File: config.mk
export PLATFORM = sky130hd
export DESIGN_NAME = conv_frame_sequencer
export DESIGN_NICKNAME = d
export VERILOG_FILES = /design/src/rtl/conv_npu_pkg.sv /design/src/rtl/conv_seq_valid_pipe.sv /design/src/rtl/conv_frame_sequencer.sv
export SDC_FILE = /design/constraint.sdc
export NUM_CORES = 1
export LEC_CHECK = 0
export CORE_UTILIZATION = 47
export DETAILED_ROUTE_END_ITERATION = 10
export GPL_TIMING_DRIVEN = 0
export PLACE_DENSITY = 0.82
export SKIP_LAST_GASP = 1
export SYNTH_ARGS = -nofsm -noshare
export SYNTH_HDL_FRONTEND = slang
export SYNTH_SLANG_ARGS = --single-unit
File: constraint.sdc
create_clock -name clk -period 3.2 [get_ports clk]
set_clock_uncertainty 0.05 [all_clocks]
set_input_delay 0.64 -clock clk [delete_from_list [all_inputs] [get_ports clk]]
set_output_delay 0.64 -clock clk [all_outputs]
set_load 0.005 [all_outputs]
File: src/rtl/conv_npu_pkg.sv
// rtl/conv_npu_pkg.sv - shared types and sizes for the convolution frame sequencer
package conv_npu_pkg;

  localparam int IMG_W_DEF = 32;
  localparam int IMG_H_DEF = 32;
  localparam int PIX_W     = 8;
  localparam int RES_W     = 22;

  typedef enum logic [2:0] {
    ST_IDLE,
    ST_START,
    ST_STREAM,
    ST_DRAIN,
    ST_DONE
  } seq_state_t;

  // A 3x3 kernel produces one result per fully covered window position.
  function automatic int writes_per_frame(input int w, input int h);
    return (w - 2) * (h - 2);
  endfunction

endpackage

File: src/rtl/conv_seq_valid_pipe.sv
// rtl/conv_seq_valid_pipe.sv - fixed-depth result tag delay line with empty flag
module conv_seq_valid_pipe #(
  parameter int DEPTH = 4
) (
  input  logic clk,
  input  logic rst,
  input  logic in_valid,
  output logic out_valid,
  output logic empty
);

  logic [DEPTH-1:0] pipe_q;
  logic [DEPTH-1:0] pipe_d;

  // Shift tags one stage per cycle; stage 0 takes the new tag.
  always_comb begin
    pipe_d    = pipe_q;
    pipe_d[0] = in_valid;
    for (int i = 1; i < DEPTH; i++) begin
      pipe_d[i] = pipe_q[i-1];
    end
  end

  // Register the delay line; reset drops every pending tag.
  always_ff @(posedge clk) begin
    if (rst) begin
      pipe_q <= '0;
    end else begin
      pipe_q <= pipe_d;
    end
  end

  assign out_valid = pipe_q[DEPTH-1];
  assign empty     = ~|pipe_q;

endmodule

File: src/rtl/conv_frame_sequencer.sv
// rtl/conv_frame_sequencer.sv - frame read/convolve/write sequencer; CONV_SEQ_CHECK_EN adds err_count
module conv_frame_sequencer
  import conv_npu_pkg::*;
#(
  parameter int IMG_W   = IMG_W_DEF,
  parameter int IMG_H   = IMG_H_DEF,
  parameter int RES_LAT = 4,
  parameter int AW      = 16
) (
  input  logic                    clk,
  input  logic                    rst,
  input  logic                    cmd_start,
  input  logic [AW-1:0]           cmd_src_base,
  input  logic [AW-1:0]           cmd_dst_base,
  input  logic                    pause,
  output logic                    busy,
  output logic                    frame_done,
  output logic                    src_re,
  output logic [AW-1:0]           src_addr,
  input  logic [PIX_W-1:0]        src_rdata,
  output logic                    eng_start,
  output logic                    eng_pixel_valid,
  output logic [PIX_W-1:0]        eng_pixel,
  input  logic                    eng_result_valid,
  input  logic signed [RES_W-1:0] eng_result,
  input  logic                    eng_done,
`ifdef CONV_SEQ_CHECK_EN
  output logic                    err_count,
`endif
  output logic                    dst_we,
  output logic [AW-1:0]           dst_addr,
  output logic [RES_W-1:0]        dst_wdata
);

  localparam int NPIX = IMG_W * IMG_H;
  localparam int CW   = $clog2(NPIX + 1);
  localparam logic [CW-1:0] NPIX_C = CW'(NPIX);

  seq_state_t    state_q, state_d;
  logic [AW-1:0] src_base_q, src_base_d;
  logic [AW-1:0] dst_base_q, dst_base_d;
  logic [CW-1:0] rd_cnt_q, rd_cnt_d;
  logic [CW-1:0] wr_cnt_q, wr_cnt_d;
  logic          pix_vld_q, pix_vld_d;
  logic          tag_in;
  logic          tag_out;
  logic          pipe_empty;

  // Exit from DRAIN depends only on our own tag pipe, never on the engine's flag.
  logic unused_eng_done;
  assign unused_eng_done = eng_done;

  conv_seq_valid_pipe #(
    .DEPTH (RES_LAT)
  ) u_valid_pipe (
    .clk       (clk),
    .rst       (rst),
    .in_valid  (tag_in),
    .out_valid (tag_out),
    .empty     (pipe_empty)
  );

  // Output decode: reads gated by pause in the same cycle, data/address zero when idle.
  always_comb begin
    busy            = (state_q != ST_IDLE);
    eng_start       = (state_q == ST_START);
    frame_done      = (state_q == ST_DONE);
    src_re          = (state_q == ST_STREAM) && !pause && (rd_cnt_q < NPIX_C);
    src_addr        = src_re ? (src_base_q + AW'(rd_cnt_q)) : '0;
    eng_pixel_valid = pix_vld_q;
    eng_pixel       = pix_vld_q ? src_rdata : '0;
    tag_in          = pix_vld_q & eng_result_valid;
    dst_we          = tag_out;
    dst_addr        = tag_out ? (dst_base_q + AW'(wr_cnt_q)) : '0;
    dst_wdata       = tag_out ? $unsigned(eng_result) : '0;
  end

  // Next-state and counter logic for the frame sequence.
  always_comb begin
    state_d    = state_q;
    src_base_d = src_base_q;
    dst_base_d = dst_base_q;
    rd_cnt_d   = rd_cnt_q;
    wr_cnt_d   = wr_cnt_q;
    pix_vld_d  = src_re;

    case (state_q)
      ST_IDLE: begin
        if (cmd_start) begin
          src_base_d = cmd_src_base;
          dst_base_d = cmd_dst_base;
          rd_cnt_d   = '0;
          wr_cnt_d   = '0;
          state_d    = ST_START;
        end
      end
      ST_START:  state_d = ST_STREAM;
      ST_STREAM: begin
        // All reads issued and the final pixel is on the engine bus this cycle.
        if ((rd_cnt_q == NPIX_C) && pix_vld_q) begin
          state_d = ST_DRAIN;
        end
      end
      ST_DRAIN: begin
        if (pipe_empty) begin
          state_d = ST_DONE;
        end
      end
      ST_DONE:   state_d = ST_IDLE;
      default:   state_d = ST_IDLE;
    endcase

    if (src_re) begin
      rd_cnt_d = rd_cnt_q + CW'(1);
    end
    if (tag_out) begin
      wr_cnt_d = wr_cnt_q + CW'(1);
    end
  end

`ifdef CONV_SEQ_CHECK_EN
  localparam logic [CW-1:0] NWR_C = CW'(writes_per_frame(IMG_W, IMG_H));

  logic err_q, err_d;

  // Flag a short or long frame at DONE; a newly accepted frame clears it.
  always_comb begin
    err_d = err_q;
    if ((state_q == ST_IDLE) && cmd_start) begin
      err_d = 1'b0;
    end else if (state_q == ST_DONE) begin
      err_d = (wr_cnt_q != NWR_C);
    end
  end

  // Register the frame check flag.
  always_ff @(posedge clk) begin
    if (rst) begin
      err_q <= 1'b0;
    end else begin
      err_q <= err_d;
    end
  end

  assign err_count = err_q;
`endif

  // Sequencer state register; reset aborts any frame in flight.
  always_ff @(posedge clk) begin
    if (rst) begin
      state_q    <= ST_IDLE;
      src_base_q <= '0;
      dst_base_q <= '0;
      rd_cnt_q   <= '0;
      wr_cnt_q   <= '0;
      pix_vld_q  <= 1'b0;
    end else begin
      state_q    <= state_d;
      src_base_q <= src_base_d;
      dst_base_q <= dst_base_d;
      rd_cnt_q   <= rd_cnt_d;
      wr_cnt_q   <= wr_cnt_d;
      pix_vld_q  <= pix_vld_d;
    end
  end

endmodule

# Yosys cells after proc, flatten, opt, wreduce, memory -nomap -nowiden
# Index checks and enable logic that the tools add are counted.
# word_totals
wordCells,48
reg_bits,62
output_inout_bits,68
input_bits,68
# op_classes
bitwise_logic,1
add_sub_neg,4
muxes,12
eq_ne,8
reduce_logical,15
magnitude_cmp,1
# op_table
cell,n
11-bit 2-to-1 mux,4
16-bit by 11-bit adder with 16-bit output,2
16-bit 2-to-1 mux,2
"11-bit by 1-bit adder with 11-bit output, second input constant",2
22-bit 2-to-1 mux,1
3-bit case mux with 4 select lines,1
"11-bit equality test, second input constant",1
"11-bit < comparator, second input constant",1
3-bit 2-to-1 mux,3
8-bit 2-to-1 mux,1
2-bit nonzero test,4
"3-bit by 2-bit equality test with 1-bit output, second input constant",2
2-bit AND reduction,3
"2-bit inequality test, second input constant",2
4-bit OR reduction,1
"3-bit by 1-bit equality test with 1-bit output, second input constant",1
"3-bit equality test, second input constant",1
1-bit logical AND,3
3-bit logical NOT,1
3-bit AND reduction,1
3-bit nonzero test,1
"2-bit by 1-bit inequality test with 1-bit output, second input constant",1
1-bit bitwise AND,1
1-bit logical NOT,1

# Longest topological paths before layout
# logic_depth
word_depth,5
depth_mapped,9
ltp_nobuf,9

# Hierarchy
# A second synthesis with hierarchy kept.
# unflattened
hier_cells,556
area_unflattened_um2,4151.5
# modules_own_cells
module,seq_area_each_um2,instances,cells_per_inst,area_per_inst_um2
conv_frame_sequencer,1161.1,1,547,4033.9
conv_seq_valid_pipe,80.1,1,9,117.6

# Least setup slack after synthesis
# No wires, ideal clock.
# synth_timing
kind,flip-flop to output port
startpoint,reg rd_cnt_q[0]
endpoint,out src_addr[12]
path_stages_with_launch,10
slack_ns,0.403
n_path_buf,0
arrival_time_ns,2.107
required_time_ns,2.510
path_cell_list,dfxtp_1 ha_1 inv_1 fa_1 and2b_2 o21ai_2 o21ai_2 a21oi_2 or4b_1 nand3_1
# synth_via
elab_chain_cells,3
word_cells_on_any_way,4
classes_between,add/sub: 1; order compare: 1; mux: 1; reduce/logical: 1
# synth_lines
item,line_no,text
from (decl),conv_frame_sequencer.sv:42,"logic [CW-1:0] rd_cnt_q, rd_cnt_d;"
from (signal assigned),conv_frame_sequencer.sv:161,rd_cnt_q <= rd_cnt_d;
"parallel branches: the longest is 2 deep, another holds 16-bit by 11-bit adder with 16-bit output",-,
16-bit 2-to-1 mux (*),conv_frame_sequencer.sv:69,src_addr = src_re ? (src_base_q + AW'(rd_cnt_q)) : '0;
to (decl),conv_frame_sequencer.sv:19,"output logic [AW-1:0] src_addr,"
# Every way passes the cells marked *.

# Final worst setup path
# layout_timing
startpoint,reg src_base_q[0]
endpoint,out src_addr[12]
# layout_via
elab_chain_cells,2
# layout_lines
item,line_no,text
from (decl),conv_frame_sequencer.sv:40,"logic [AW-1:0] src_base_q, src_base_d;"
from (signal assigned),conv_frame_sequencer.sv:159,src_base_q <= src_base_d;
16-bit by 11-bit adder with 16-bit output,conv_frame_sequencer.sv:69,
16-bit 2-to-1 mux,conv_frame_sequencer.sv:69,
# Every way passes these cells.

==> summary.txt <==
Outcome
  • Status: finished, violations left
  • Violated checks: setup timing

Yosys
  • YS warnings: 0
  • Area fraction of the dominant cell type after synthesis: 30.2%
  • Post-synth top cells: nand2_1 (94), a21oi_1 (62), dfxtp_1 (62)
  • Seq/Total Area, Yosys: 30.2%
  • Syn_nets: 646
  • Yosys top cell by area: dfxtp_1
  • Cell area after synthesis: 4110 um2
  • Synth area leaders: dfxtp_1 (30%), nand2_1 (8.6%), ha_1 (7.6%)
  • Cells after Synth: 551
  • Synth unique cells: 65
  • Post-Syn Area per Cell: 7.45 um2
  • Number of synthesized flops with an enable pin: 0
  • Commonest register cell after synthesis: dfxtp_1
  • Seq cells post-synth: 62
  • Count leader, synth: nand2_1
  • Ys async rst share: 0%

Critical path
  • Worst-path fanout max: 5
  • Max stage delay on crit path: 0.49 ns
  • Beginning of the critical path: src_base_q[0]
  • RR Startpoint: rd_cnt_q[3]
  • WP data arrival: 2.67 ns
  • CP startpoint kind: register
  • CP Capture Type: output port
  • Crit-path leading delay family: simple AND/OR/NAND/NOR gates
  • Worst EP required: 2.51 ns
  • Bufs and invs on worst path: 3
  • CP cell instances: ha_4 > inv_1 > fa_2 > and2b_2 > o21ai_4 > o21ai_2 > buf_4 > a21oi_4 > or4b_4 > nand3_2 > clkdlybuf4s15_1
  • Crit-path slowest cell: or4b_4
  • Crit Path Class: reg -> out

Finish
  • Finished Cell Area: 6340 um2
  • Fillers: 589
  • Final nets: 815
  • Share of layout cells above drive strength 1: 19.6%
  • Syn-to-layout area delta: 54.4%
  • ANT cells: 0
  • Post-layout util: 76.0%

STA
  • F_max: 297 MHz
  • Final Hold Fails: 0
  • Worst slew margin: 60.5%
  • Fin crit share: 105%
  • Slew Viols, Final: 0
  • RSZ-0062 raised after global routing: yes
  • Worst Setup Slack, final: -0.165 ns
  • Slew @ Worst Pin: 0.593 ns
  • Final min period: 3.36 ns
  • Setup-failing EPs final: 6

GRT
  • Vias in the first global route: 4482
  • Largest net degree at the start of global routing: 12
  • All-Layer GR Usage: 29.4%
  • Initial antenna violation count: 0
  • First-pass GRT wire length: 20700 um
  • Aggregate global routing overflow: 0

CTS
  • Clock slew at the register clock pins of the worst setup and hold paths: 0.08 ns
  • Clk Latency, worst-skew pair: 0.34 ns
  • CTS max path bufs: 2
  • CTS tree: built
  • Hold_buf cts: 0
  • H-Tree Depth: 3
  • CTS root buf: clkbuf_8
  • Inserted Clock Buffers: 9
  • CTS sink count: 62

Die
  • Full die area: 9110 um2
  • Core Box Area: 8340 um2
  • Die Ht: 95.5 um
  • Die width: 95.5 um
  • Starting Density: 49.2%
  • IO Count: 136
  • Row count: 33

Drt
  • Drt wl/cell: 16.8 um
  • Post-Route WL: 14000 um
  • DR DRC count: 0
  • ANT nets after route: 0
  • Vias: 4764
  • Vias/cell: 5.74
  • First-pass detailed-route iteration total: 7
  • First DRT Iteration DRCs: 341

Min path
  • Hold crit path type: reg -> reg
  • Hold path start: src_base_q[9]

Placement
  • Placed wire-length estimate: 9350 um
  • Gpl congestion: 0.872
  • Placed inst area: 5570 um2
  • Dpl ws: -0.306 ns
  • Port bufs: 133

Pwr
  • LEAKAGE: 2.44 nW
  • IR drop worst, VDD: 0.186 mV
  • Cell Pwr Density: 295 nW/um2

Job
  • Max-Cap Viols: 0
worst paths after layout:
check	end	slack (ns)	depth (start not counted)
worst max register to register	rd_cnt_q[9]	1.44	6
worst max-delay path	src_addr[12]	-0.16	11
worst min register to register	src_base_q[9]	0.42	2
worst min-delay path	src_base_q[9]	0.42	2
kinds of logic (layout without fill, tap and decap cells):
kind of cell	Yosys count	in the layout	synth area share, %
AO/OA/AOI/OAI	141	141	21.4
flip-flops	62	62	30.2
multiplexers	4	4	1.01
buffers and inverters	42	216	4.48
adder cells (fa/ha/maj)	27	27	8.59
XOR/XNOR	14	14	2.99
AND/OR/NAND/NOR	261	261	31.3
stage by stage:
step	TNS, ns	hold WS (ns)	power (mW)	std cells
floorplan	0	0.389	0.989	551
global placement	-2.48	0.401	1.13	789
detailed placement	-2.92	0.405	1.14	789
CTS	-0.747	0.416	1.85	821
global route	-1.55	0.437	1.94	830
finish	-0.647	0.417	1.87	830
worst reg2reg max path: stages, from the launching register on:
cell and delay [ns]:
dfxtp_1 0.51, nand2_1 0.12, nor4_1 0.47, nand4_1 0.20
nand3_1 0.12, o21a_1 0.12, nor2_1 0.04
per-layer routing:
layer  share of wire (%)  global-route usage (%)  up-vias
li1                    -                       -     2264
met1                  38                    32.5     2157
met2                  48                    51.2      286
met3                 9.8                    7.10       57
met4                 4.6                    17.2        0
met5                   0                       0        -
layout by cell type, fill, tap and decap left out, types with 5 or more instances in the layout:
cell type        instances
buf_4                   26
clkdlybuf4s50_1        117
dlygate4sd2_1            7
a31oi_1                  6
inv_1                   12
a211oi_1                 7
dfxtp_1                 44
nand2_1                 94
nand4_1                  5
ha_4                    14
clkbuf_8                11
o21a_1                   5
clkbuf_1                13
nor3_1                  10
nor2_1                  55
a21oi_2                  7
o21ai_2                  5
xor2_1                   5
o21ai_0                 18
nand3_1                 14
buf_2                   11
and3_1                   7
nand3_2                  5
dfxtp_2                 14
a21oi_1                 56
a211oi_2                 5
a21o_1                   5
xnor2_1                  9
and2_1                  34
ha_1                    10
nor2b_1                  5
a311oi_1                 6
cell type report:
cell class / count / area (um2) / share of cell area (%)
Tap cell: 105 / 131 / 2.07
Inverter: 15 / 57.6 / 0.908
Buffer: 27 / 133 / 2.09
Sequential cell: 62 / 1270 / 20.1
Clock inverter: 5 / 57.6 / 0.908
Timing Repair Buffer: 158 / 1510 / 23.8
Clock buffer: 11 / 151 / 2.39
Multi-Input combinational cell: 447 / 3030 / 47.7
timing repair:
action,4_1_cts,5_1_grt
gates resized for setup,67,47
buffers inserted,17,10
gates cloned,0,0
pin swaps,18,17
endpoints found under the setup margin,24,23
state kept, by name (all words and copies together), names as in the netlist:
register	flops
dst_base_q	16
src_base_q	16
rd_cnt_q	11
wr_cnt_q	11
u_valid_pipe.pipe_q	4
state_q	3
eng_pixel_valid	1
report_power, final:
group          internal (mW)  total, mW  switching [mW]
clock                  0.402      0.719           0.317
sequential             0.801      0.834          0.0335
combinational          0.163      0.319           0.155
No activity file was read; power rests on OpenSTA's default activity.
